==> src/rtl/jtdd_snd_pkg.sv <==
// Shared definitions for the Double Dragon sound subsystem: register map
// of the ADPCM channel controllers, their FSM states and the page size.
package jtdd_snd_pkg;

    // Register indices decoded from the sound CPU address bus
    localparam logic [1:0] REG_STOP  = 2'd0;
    localparam logic [1:0] REG_START = 2'd1;
    localparam logic [1:0] REG_END   = 2'd2;
    localparam logic [1:0] REG_GO    = 2'd3;

    // A page is 512 bytes, so a page number is the byte address shifted by 9
    localparam int PAGE_BITS = 9;

    // Playback sequencer states
    typedef enum logic [1:0] {
        IDLE    = 2'd0,
        FETCH   = 2'd1,
        WAIT_HI = 2'd2,
        WAIT_LO = 2'd3
    } adpcm_state_e;

endpackage

==> src/rtl/jtdd_adpcm_ctrl.sv <==
// One ADPCM playback channel: the sound CPU programs a start and end page
// and triggers playback; bytes are fetched through the jtframe_rom slot
// handshake and split into nibbles for the MSM5205, high nibble first, one
// nibble per sample strobe. Busy and a sticky underrun flag report back.
module jtdd_adpcm_ctrl
    import jtdd_snd_pkg::*;
#(
    parameter int AW = 16,
    parameter int PW = 7
) (
    input  logic          clk,
    input  logic          rst,
    input  logic          cpu_cen,
    input  logic          cpu_wr,
    input  logic [1:0]    cpu_addr,
    input  logic [7:0]    cpu_din,
    input  logic          vclk_cen,
    output logic          rom_cs,
    output logic [AW-1:0] rom_addr,
    input  logic [7:0]    rom_data,
    input  logic          rom_ok,
    output logic [3:0]    adpcm_din,
    output logic          adpcm_rst,
    output logic          busy,
    output logic          underrun
);

    localparam logic [PW-1:0] PAGE_ONE = {{(PW-1){1'b0}}, 1'b1};
    localparam logic [AW-1:0] ADDR_ONE = {{(AW-1){1'b0}}, 1'b1};

    adpcm_state_e  state_q;
    logic [PW-1:0] start_pg_q;
    logic [PW-1:0] end_pg_q;
    logic [AW-1:0] cnt_q;
    logic [7:0]    buf_q;
    logic          first_q;

    logic          reg_wr;
    logic [AW-1:0] start_addr;
    logic [AW-1:0] end_addr;
    logic          unused_din;

    assign reg_wr     = cpu_cen & cpu_wr;
    assign start_addr = {start_pg_q, {PAGE_BITS{1'b0}}};
    // One page past the end page, wrapping naturally at the top of the region
    assign end_addr   = {end_pg_q + PAGE_ONE, {PAGE_BITS{1'b0}}};
    assign unused_din = ^cpu_din[7:PW];

    // Page registers; they only feed the next go or the next end comparison
    always_ff @(posedge clk or posedge rst) begin
        if (rst) begin
            start_pg_q <= '0;
            end_pg_q   <= '0;
        end else if (reg_wr) begin
            if (cpu_addr == REG_START) start_pg_q <= cpu_din[PW-1:0];
            if (cpu_addr == REG_END)   end_pg_q   <= cpu_din[PW-1:0];
        end
    end

    // Playback sequencer with registered ROM and MSM5205 outputs
    always_ff @(posedge clk or posedge rst) begin
        if (rst) begin
            state_q   <= IDLE;
            cnt_q     <= '0;
            buf_q     <= '0;
            first_q   <= 1'b0;
            rom_cs    <= 1'b0;
            rom_addr  <= '0;
            adpcm_din <= '0;
            adpcm_rst <= 1'b1;
            busy      <= 1'b0;
            underrun  <= 1'b0;
        end else if (reg_wr && cpu_addr == REG_GO) begin
            state_q   <= FETCH;
            cnt_q     <= start_addr;
            rom_addr  <= start_addr;
            rom_cs    <= 1'b1;
            first_q   <= 1'b1;
            underrun  <= 1'b0;
            busy      <= 1'b1;
            adpcm_rst <= 1'b0;
        end else if (reg_wr && cpu_addr == REG_STOP) begin
            state_q   <= IDLE;
            rom_cs    <= 1'b0;
            busy      <= 1'b0;
            adpcm_rst <= 1'b1;
        end else begin
            case (state_q)
                IDLE: begin
                    rom_cs <= 1'b0;
                end
                FETCH: begin
                    rom_cs   <= 1'b1;
                    rom_addr <= cnt_q;
                    if (vclk_cen) underrun <= 1'b1;
                    if (first_q) begin
                        // The slot may still show ok from its previous client
                        first_q <= 1'b0;
                    end else if (rom_ok) begin
                        buf_q   <= rom_data;
                        rom_cs  <= 1'b0;
                        cnt_q   <= cnt_q + ADDR_ONE;
                        state_q <= WAIT_HI;
                    end
                end
                WAIT_HI: begin
                    if (vclk_cen) begin
                        adpcm_din <= buf_q[7:4];
                        state_q   <= WAIT_LO;
                    end
                end
                WAIT_LO: begin
                    if (vclk_cen) begin
                        adpcm_din <= buf_q[3:0];
                        if (cnt_q == end_addr) begin
                            state_q   <= IDLE;
                            busy      <= 1'b0;
                            adpcm_rst <= 1'b1;
                        end else begin
                            state_q  <= FETCH;
                            rom_cs   <= 1'b1;
                            rom_addr <= cnt_q;
                            first_q  <= 1'b1;
                        end
                    end
                end
                default: begin
                    state_q <= IDLE;
                end
            endcase
        end
    end

endmodule

==> config.mk <==
export PLATFORM = sky130hd
export DESIGN_NAME = jtdd_adpcm_ctrl
export DESIGN_NICKNAME = d
export VERILOG_FILES = /design/src/rtl/jtdd_snd_pkg.sv /design/src/rtl/jtdd_adpcm_ctrl.sv
export SDC_FILE = /design/constraint.sdc
export NUM_CORES = 1
export LEC_CHECK = 0
export BUFFER_PORTS_ARGS = -buffer_cell sky130_fd_sc_hd__clkbuf_2
export CAP_MARGIN = 20
export CORE_MARGIN = 3
export CORE_UTILIZATION = 40
export CTS_BUF_LIST = sky130_fd_sc_hd__clkbuf_4 sky130_fd_sc_hd__clkbuf_8
export CTS_CLUSTER_SIZE = 20
export DETAILED_ROUTE_END_ITERATION = 12
export HOLD_SLACK_MARGIN = 0.12
export PLACE_DENSITY = 0.7
export SETUP_SLACK_MARGIN = 0.15
export SLEW_MARGIN = 20
export SYNTH_ARGS = -nofsm -noshare
export SYNTH_HDL_FRONTEND = slang
export SYNTH_SLANG_ARGS = --single-unit
==> constraint.sdc <==
create_clock -name clk -period 3.08 [get_ports clk]
set_input_delay 0.308 -clock clk [delete_from_list [all_inputs] [get_ports clk]]
set_output_delay 0.308 -clock clk [all_outputs]
set_load 0.1 [all_outputs]
==> results of run 1 <==
-- flip-flops by register name (all words and copies together), names as in the netlist, 2 cells and up --
register,cells
cnt_q,16
rom_addr,16
buf_q,8
end_pg_q,7
start_pg_q,7
adpcm_din,4
state_q,2
-- routing by layer --
metal | track usage, % | vias up | share of wire (%)
li1 | - | 1226 | -
met1 | 23.03 | 1245 | 46
met2 | 26.64 | 69 | 47
met3 | 4.262 | 13 | 4.5
met4 | 8.294 | 0 | 2.4
met5 | 0 | - | 0
-- tightest hold or removal path, delay by kind of cell --
kind / cells / cell delay [ps]
buffers and inverters: 1 / 70
AND/OR/NAND/NOR: 2 / 90
-- how the worst min path moves through the flow --
stage,from,to,slack (ps)
2_1_floorplan,rom_data[0],buf_q[0],410
3_3_place_gp,rst,buf_q[3],420
3_5_place_dp,rst,rom_addr[2],430
4_1_cts,rom_data[4],buf_q[4],140
5_1_grt,rom_data[1],buf_q[1],150
6_report,rom_data[4],buf_q[4],150
-- final cells by class --
type	instances	area (um2)	share of cell area (%)
Clock buffer	12	158.9	4.197
Clock inverter	4	51.30	1.355
Inverter	24	90.09	2.379
Sequential cell	65	1628	42.99
Multi-Input combinational cell	216	1430	37.77
Timing Repair Buffer	55	300.3	7.931
Tap cell	102	127.6	3.371
-- stage by stage --
stage | instances | cell area [um2] | utilization [%] | setup slack (ps)
floorplan | 316 | 3217 | - | 1006
global placement | 461 | 3566 | 45.91 | 704.1
detailed placement | 461 | 3566 | 45.91 | 710.5
CTS | 478 | 3786 | 48.74 | 689.9
global route | 478 | 3786 | 48.74 | 499.4
finish | 478 | 3786 | 48.74 | 694.7
-- timing repair --
action	4_1_cts	5_1_grt
hold buffers	1	0
buffers inserted	0	0
endpoints found under the hold margin	28	0
-- cells in the mapped netlist (all sizes together), types with 2 or more instances --
cell type / number / area share, %
nand2: 37 / 4.3
mux2i: 5 / 1.6
a21oi: 16 / 2.5
nor2: 31 / 3.6
ha: 6 / 2.3
or3: 3 / 0.58
xor2: 7 / 1.9
nand4: 5 / 0.97
buf: 6 / 1.6
nor3: 10 / 1.9
xnor2: 9 / 2.5
inv: 24 / 2.8
a22oi: 2 / 0.47
o21ai: 13 / 2.0
a31oi: 2 / 0.39
a221oi: 7 / 1.9
dfrtp: 64 / 50
a31o: 2 / 0.54
mux2: 15 / 5.3
o21bai: 2 / 0.47
nor4: 3 / 0.58
and3: 3 / 0.58
o22ai: 2 / 0.39
nand3: 7 / 1.1
clkbuf: 5 / 0.58
a22o: 9 / 2.8
-- cell families after synthesis --
logic type                 after synthesis  synth area share [%]
DFF                                     65                 50.60
buffers and inverters                   35                 4.940
and+or+nand+nor                        110                 16.65
AOI/OAI and AO/OA                       64                 14.31
adders and majority gates                6                 2.334
xor gates and xnor gates                16                 4.356
muxes                                   20                 6.807
-- power by group through the flow --
| stage | combinational (uW) | clock (uW) | sequential, uW |
|---|---|---|---|
| global route | 2030 | 820 | 1390 |
| floorplan | 817 | 0 | 2090 |
| detailed placement | 1890 | 0 | 1360 |
| CTS | 1890 | 774 | 1350 |
| global placement | 1860 | 0 | 1350 |
| finish | 1880 | 761 | 1350 |
==> reports/results.ini, run 1 <==
[die]
die_w_um=95.68
rows=32
dieArea_um2=9154
start_util_pct=41.41
die_h_um=95.68
core_area_um2=7767
ioPinCount=48

[logic_synthesis]
yosysSeqAreaShare_pct=50.60
netlist_area_um2=3217
synth_area_per_cell_um2=10.18
syn-instance-count=316
ys_seq_elements=65
synth_edf_count=0
netlist-cell-type-count=53
ys_warn_count=0
synth_nets=346
async_reset_ff_share_pct=100.0
synth-main-ff-cell=dfrtp_1

[worst_setup_path]
regToRegStartpoint=end_pg_q[0]
critPathCaptureType=flop
cp.arrival_ps=2670
crit_chain=ha_1, and3b_1, o221a_2, o21ai_1, and4bb_2, nor3_4, buf_4, a22o_2
crit_fanout=9
rr_endpoint=rom_addr[4]
max_stage_delay_ps=450
cp-start-kind=flop
critPathKind=flop to flop
timing.critical_path.to=rom_addr[4]
cp-startpoint=end_pg_q[0]
r2r_cells=8
path_buf_inv=1
ff2ff_setup_slack_ps=690
cp_slowest_cell=dfrtp_1
critical_path_required_ps=3360
cp_num_cells=8
path_delay_family=simple AND/OR/NAND/NOR gates

[routing]
viasPerCell=5.341
final_antenna_net_count=0
vias=2553
drc=0
drt_iter0_drc=237
post_drt_wl_per_cell_um=14.97
wl_um=7154
firstDrtPassIters=4

[cells_and_area]
area.growth.synth_to_final_pct=17.70
post_route_cells_drive_above_1_share_pct=27.39
fillers=763
nNetsFinal=401
final_common_cell=dfrtp_1
most-common-layout-cells=dfrtp_1, clkbuf_2, nand2_1
n_antenna_cell=0

[grt]
track_usage_pct=17.39
grt_pass1_vias=2587
grt_pass1_wl_um=12140
grt_overflow=0
antenna_found_initial=0
grt_max_degree=32

[cts]
path_clk_slew_ps=70
htreeDepth=3
cts_buffers=9
clk_path_buf_depth=2
clkLatencyLatePin_ps=350
cts.repair.resized=0
root_buffer=clkbuf_8
cts_sinks=65
cts_tree=built

[sta]
finClkSkew_ps=7.212
worst_pin_slew_ps=769.5
fmax_ghz=0.4192
setup_tns_ps=0
final_hold_viol_count=0
relSlewSlack_pct=48.36
setup_viol=0
fin_hold_ws_ps=152.8
maxSlewViolCount=0
period_share_pct=77.44
rsz0062_at_grt=false
fin_crit_ps=2385

[flow_run]
max_cap_violations=0

[power_and_ir_drop]
intPower_uw=2078
combPwrFrac_pct=47.1
power_frac_seq_pct=33.9
cellLeakagePower_uw=0.001794
clkPwrFrac_pct=19.1
ir_drop_uv=362.7
totalPowerFinal_uw=3992
p_switching_uw=1914
p_per_area_nw_per_um2=1054
swShare_pct=47.95

[hold_path]
hold_depth=3
min_path_type=input port to flop

[placed_design]
post-dp-hpwl_um=5273
gp_congestion=0.7961
portBuffers=46

[run_status]
outcome=finished, final reports clean

Power figures use the tool's default switching activity.
==> run 2, diff against run 1 <==
Clock period 3.08 ns to 2.2 ns, I/O delays scaled along.
==> run 2 against run 1 <==
Hold slack got worse by 10 ps; worst setup slack got worse by 540 ps; core utilization increased by 5.0 points; design area up 10%; via count increased by 2.3%; register-to-register slack worse by 540 ps; combinational power up 61%; clock power grew 38%; die area unchanged; largest cell class unchanged; non-clock buffer count rose by 29; total power up 49%.
==> reports/results.ini, run 2 (same netlist as run 1, synthesis figures left out) <==
[die]
dieArea_um2=9154
core_area_um2=7767
ioPinCount=48
die_w_um=95.68
start_util_pct=41.41
die_h_um=95.68
rows=32

[cts]
root_buffer=clkbuf_8
path_clk_slew_ps=70
cts_buffers=9
clkLatencyLatePin_ps=350
clk_path_buf_depth=2
cts_sinks=65
htreeDepth=3
cts_tree=built

[routing]
wl_met2_um=3721
wl_um=7616
vias=2611
post_drt_wl_per_cell_um=15.05
drt_iter0_drc=150
wl_met1_um=3488
wl_met3_um=265
final_antenna_net_count=0
dr.max_layer_used=met4
drc=0
viasPerCell=5.160
firstDrtPassIters=4

[worst_setup_path]
critPathKind=flop to flop
crit_fanout=8
cp.arrival_ps=2270
rr_endpoint=rom_addr[13]
critPathCaptureType=flop
cp-startpoint=cnt_q[0]
critical_path_required_ps=2420
regToRegStartpoint=cnt_q[0]
cp-start-kind=flop
ff2ff_setup_slack_ps=160
r2r_cells=9

[hold_path]
min_path_type=input port to flop
hold_start=cpu_din[1]
min_to=start_pg_q[1]
hold_depth=2

[power_and_ir_drop]
p_per_area_nw_per_um2=1424
clkPwrFrac_pct=17.6
swShare_pct=47.09
ir_drop_uv=667.9
cellLeakagePower_uw=0.001988
intPower_uw=3143
power_frac_seq_pct=31.5
combPwrFrac_pct=50.9
p_switching_uw=2797

[sta]
fmax_ghz=0.4893
rsz0062_at_grt=true
worst_pin_slew_ps=547.0
finClkSkew_ps=8.101
fin_ws_ps=156.1
maxSlewViolCount=0
relSlewSlack_pct=63.69
setup_viol=0
period_share_pct=92.91
final_hold_viol_count=0
fin_crit_ps=2044

[placed_design]
pre_cts_ws_ps=-145.2
gp_congestion=0.7893
post-dp-hpwl_um=5324
portBuffers=46

[cells_and_area]
area.growth.synth_to_final_pct=29.68
fin_util_pct=53.70
reg.largest.list=cnt_q: 16 flops, rom_addr: 16 flops, buf_q: 8 flops
most-common-layout-cells=dfrtp_1, clkbuf_2, nand2_1
post_route_cells_drive_above_1_share_pct=31.68
nNetsFinal=430
final_common_cell=dfrtp_1
n_antenna_cell=0

[grt]
grt_max_degree=32
grt_overflow=0
antenna_found_initial=0
grt_pass1_wl_um=12810
track_usage_pct=18.45
grt_pass1_vias=2599

[flow_run]
max_cap_violations=0

[run_status]
outcome=finished, final reports clean

-- run 2: cell types whose count changed in the layout (fill, tap and decap cells not counted), moves of 2 or more --
cell	delta
a22o_2	-6
a22o_4	+6
buf_12	+2
buf_4	+10
buf_6	+3
dlygate4sd3_1	+14
ha_1	-2
inv_1	-2
inv_2	+2
-- run 2: worst max path at each step --
stage | endpoint | slack, ps
global route | rom_addr[14] | 30
finish | rom_addr[13] | 160
global placement | rom_addr[13] | -100
CTS | rom_addr[13] | 150
floorplan | rom_addr[15] | 160
detailed placement | rom_addr[13] | -150
-- run 2: per-layer routing --
layer | global-route usage, % | vias to the layer above
met3 | 3.867 | 10
li1 | - | 1283
met2 | 28.78 | 45
met4 | 9.479 | 0
met5 | 0 | -
met1 | 24.09 | 1273
-- run 2: power groups by stage --
stage | registers, uW | logic, uW | clock network, uW
2_1_floorplan | 2930 | 1140 | 0
3_3_place_gp | 1860 | 2700 | 0
3_5_place_dp | 1880 | 2750 | 0
4_1_cts | 1860 | 2880 | 1060
5_1_grt | 1920 | 3240 | 1110
6_report | 1870 | 3020 | 1050
-- run 2: metrics by stage --
step / power, uW / TNS, ps / hold slack (ps) / cell area [um2] / cells
2_1_floorplan: 4068 / 0 / 325.4 / 3219 / 316
3_3_place_gp: 4559 / -1325 / 227.6 / 3671 / 473
3_5_place_dp: 4623 / -1781 / 229.5 / 3671 / 473
4_1_cts: 5810 / 0 / 131.0 / 4070 / 505
5_1_grt: 6272 / 0 / 144.1 / 4172 / 506
6_report: 5941 / 0 / 142.8 / 4172 / 506
-- run 2: area by class of cell --
| class | count | area, um2 |
|---|---|---|
| clock buffers | 12 | 158.9 |
| repair buffers | 84 | 589.3 |
| fillers | 688 | 3596 |
| flip-flops and latches | 65 | 1628 |
| inverters | 24 | 90.09 |
| multi-input cells | 216 | 1538 |
| clock inverters | 3 | 40.04 |
| well taps | 102 | 127.6 |
-- run 2: repair_timing --
action / in CTS / in global routing
hold buffers: 15 / 0
setup buffers: 2 / 1
resized for setup: 4 / 19
pin swaps: 1 / 10
endpoints found under the setup margin: 19 / 22
endpoints found under the hold margin: 35 / 0
-- run 2: worst max-delay path, cell delays in order, from the launching register on --
cell       delay (ps)
dfrtp_1           400
inv_2              80
ha_4              130
nor4b_4           220
nand4_1           150
nor2_2            140
nand4bb_1         200
o31ai_4           320
buf_6             190
a221oi_1           90
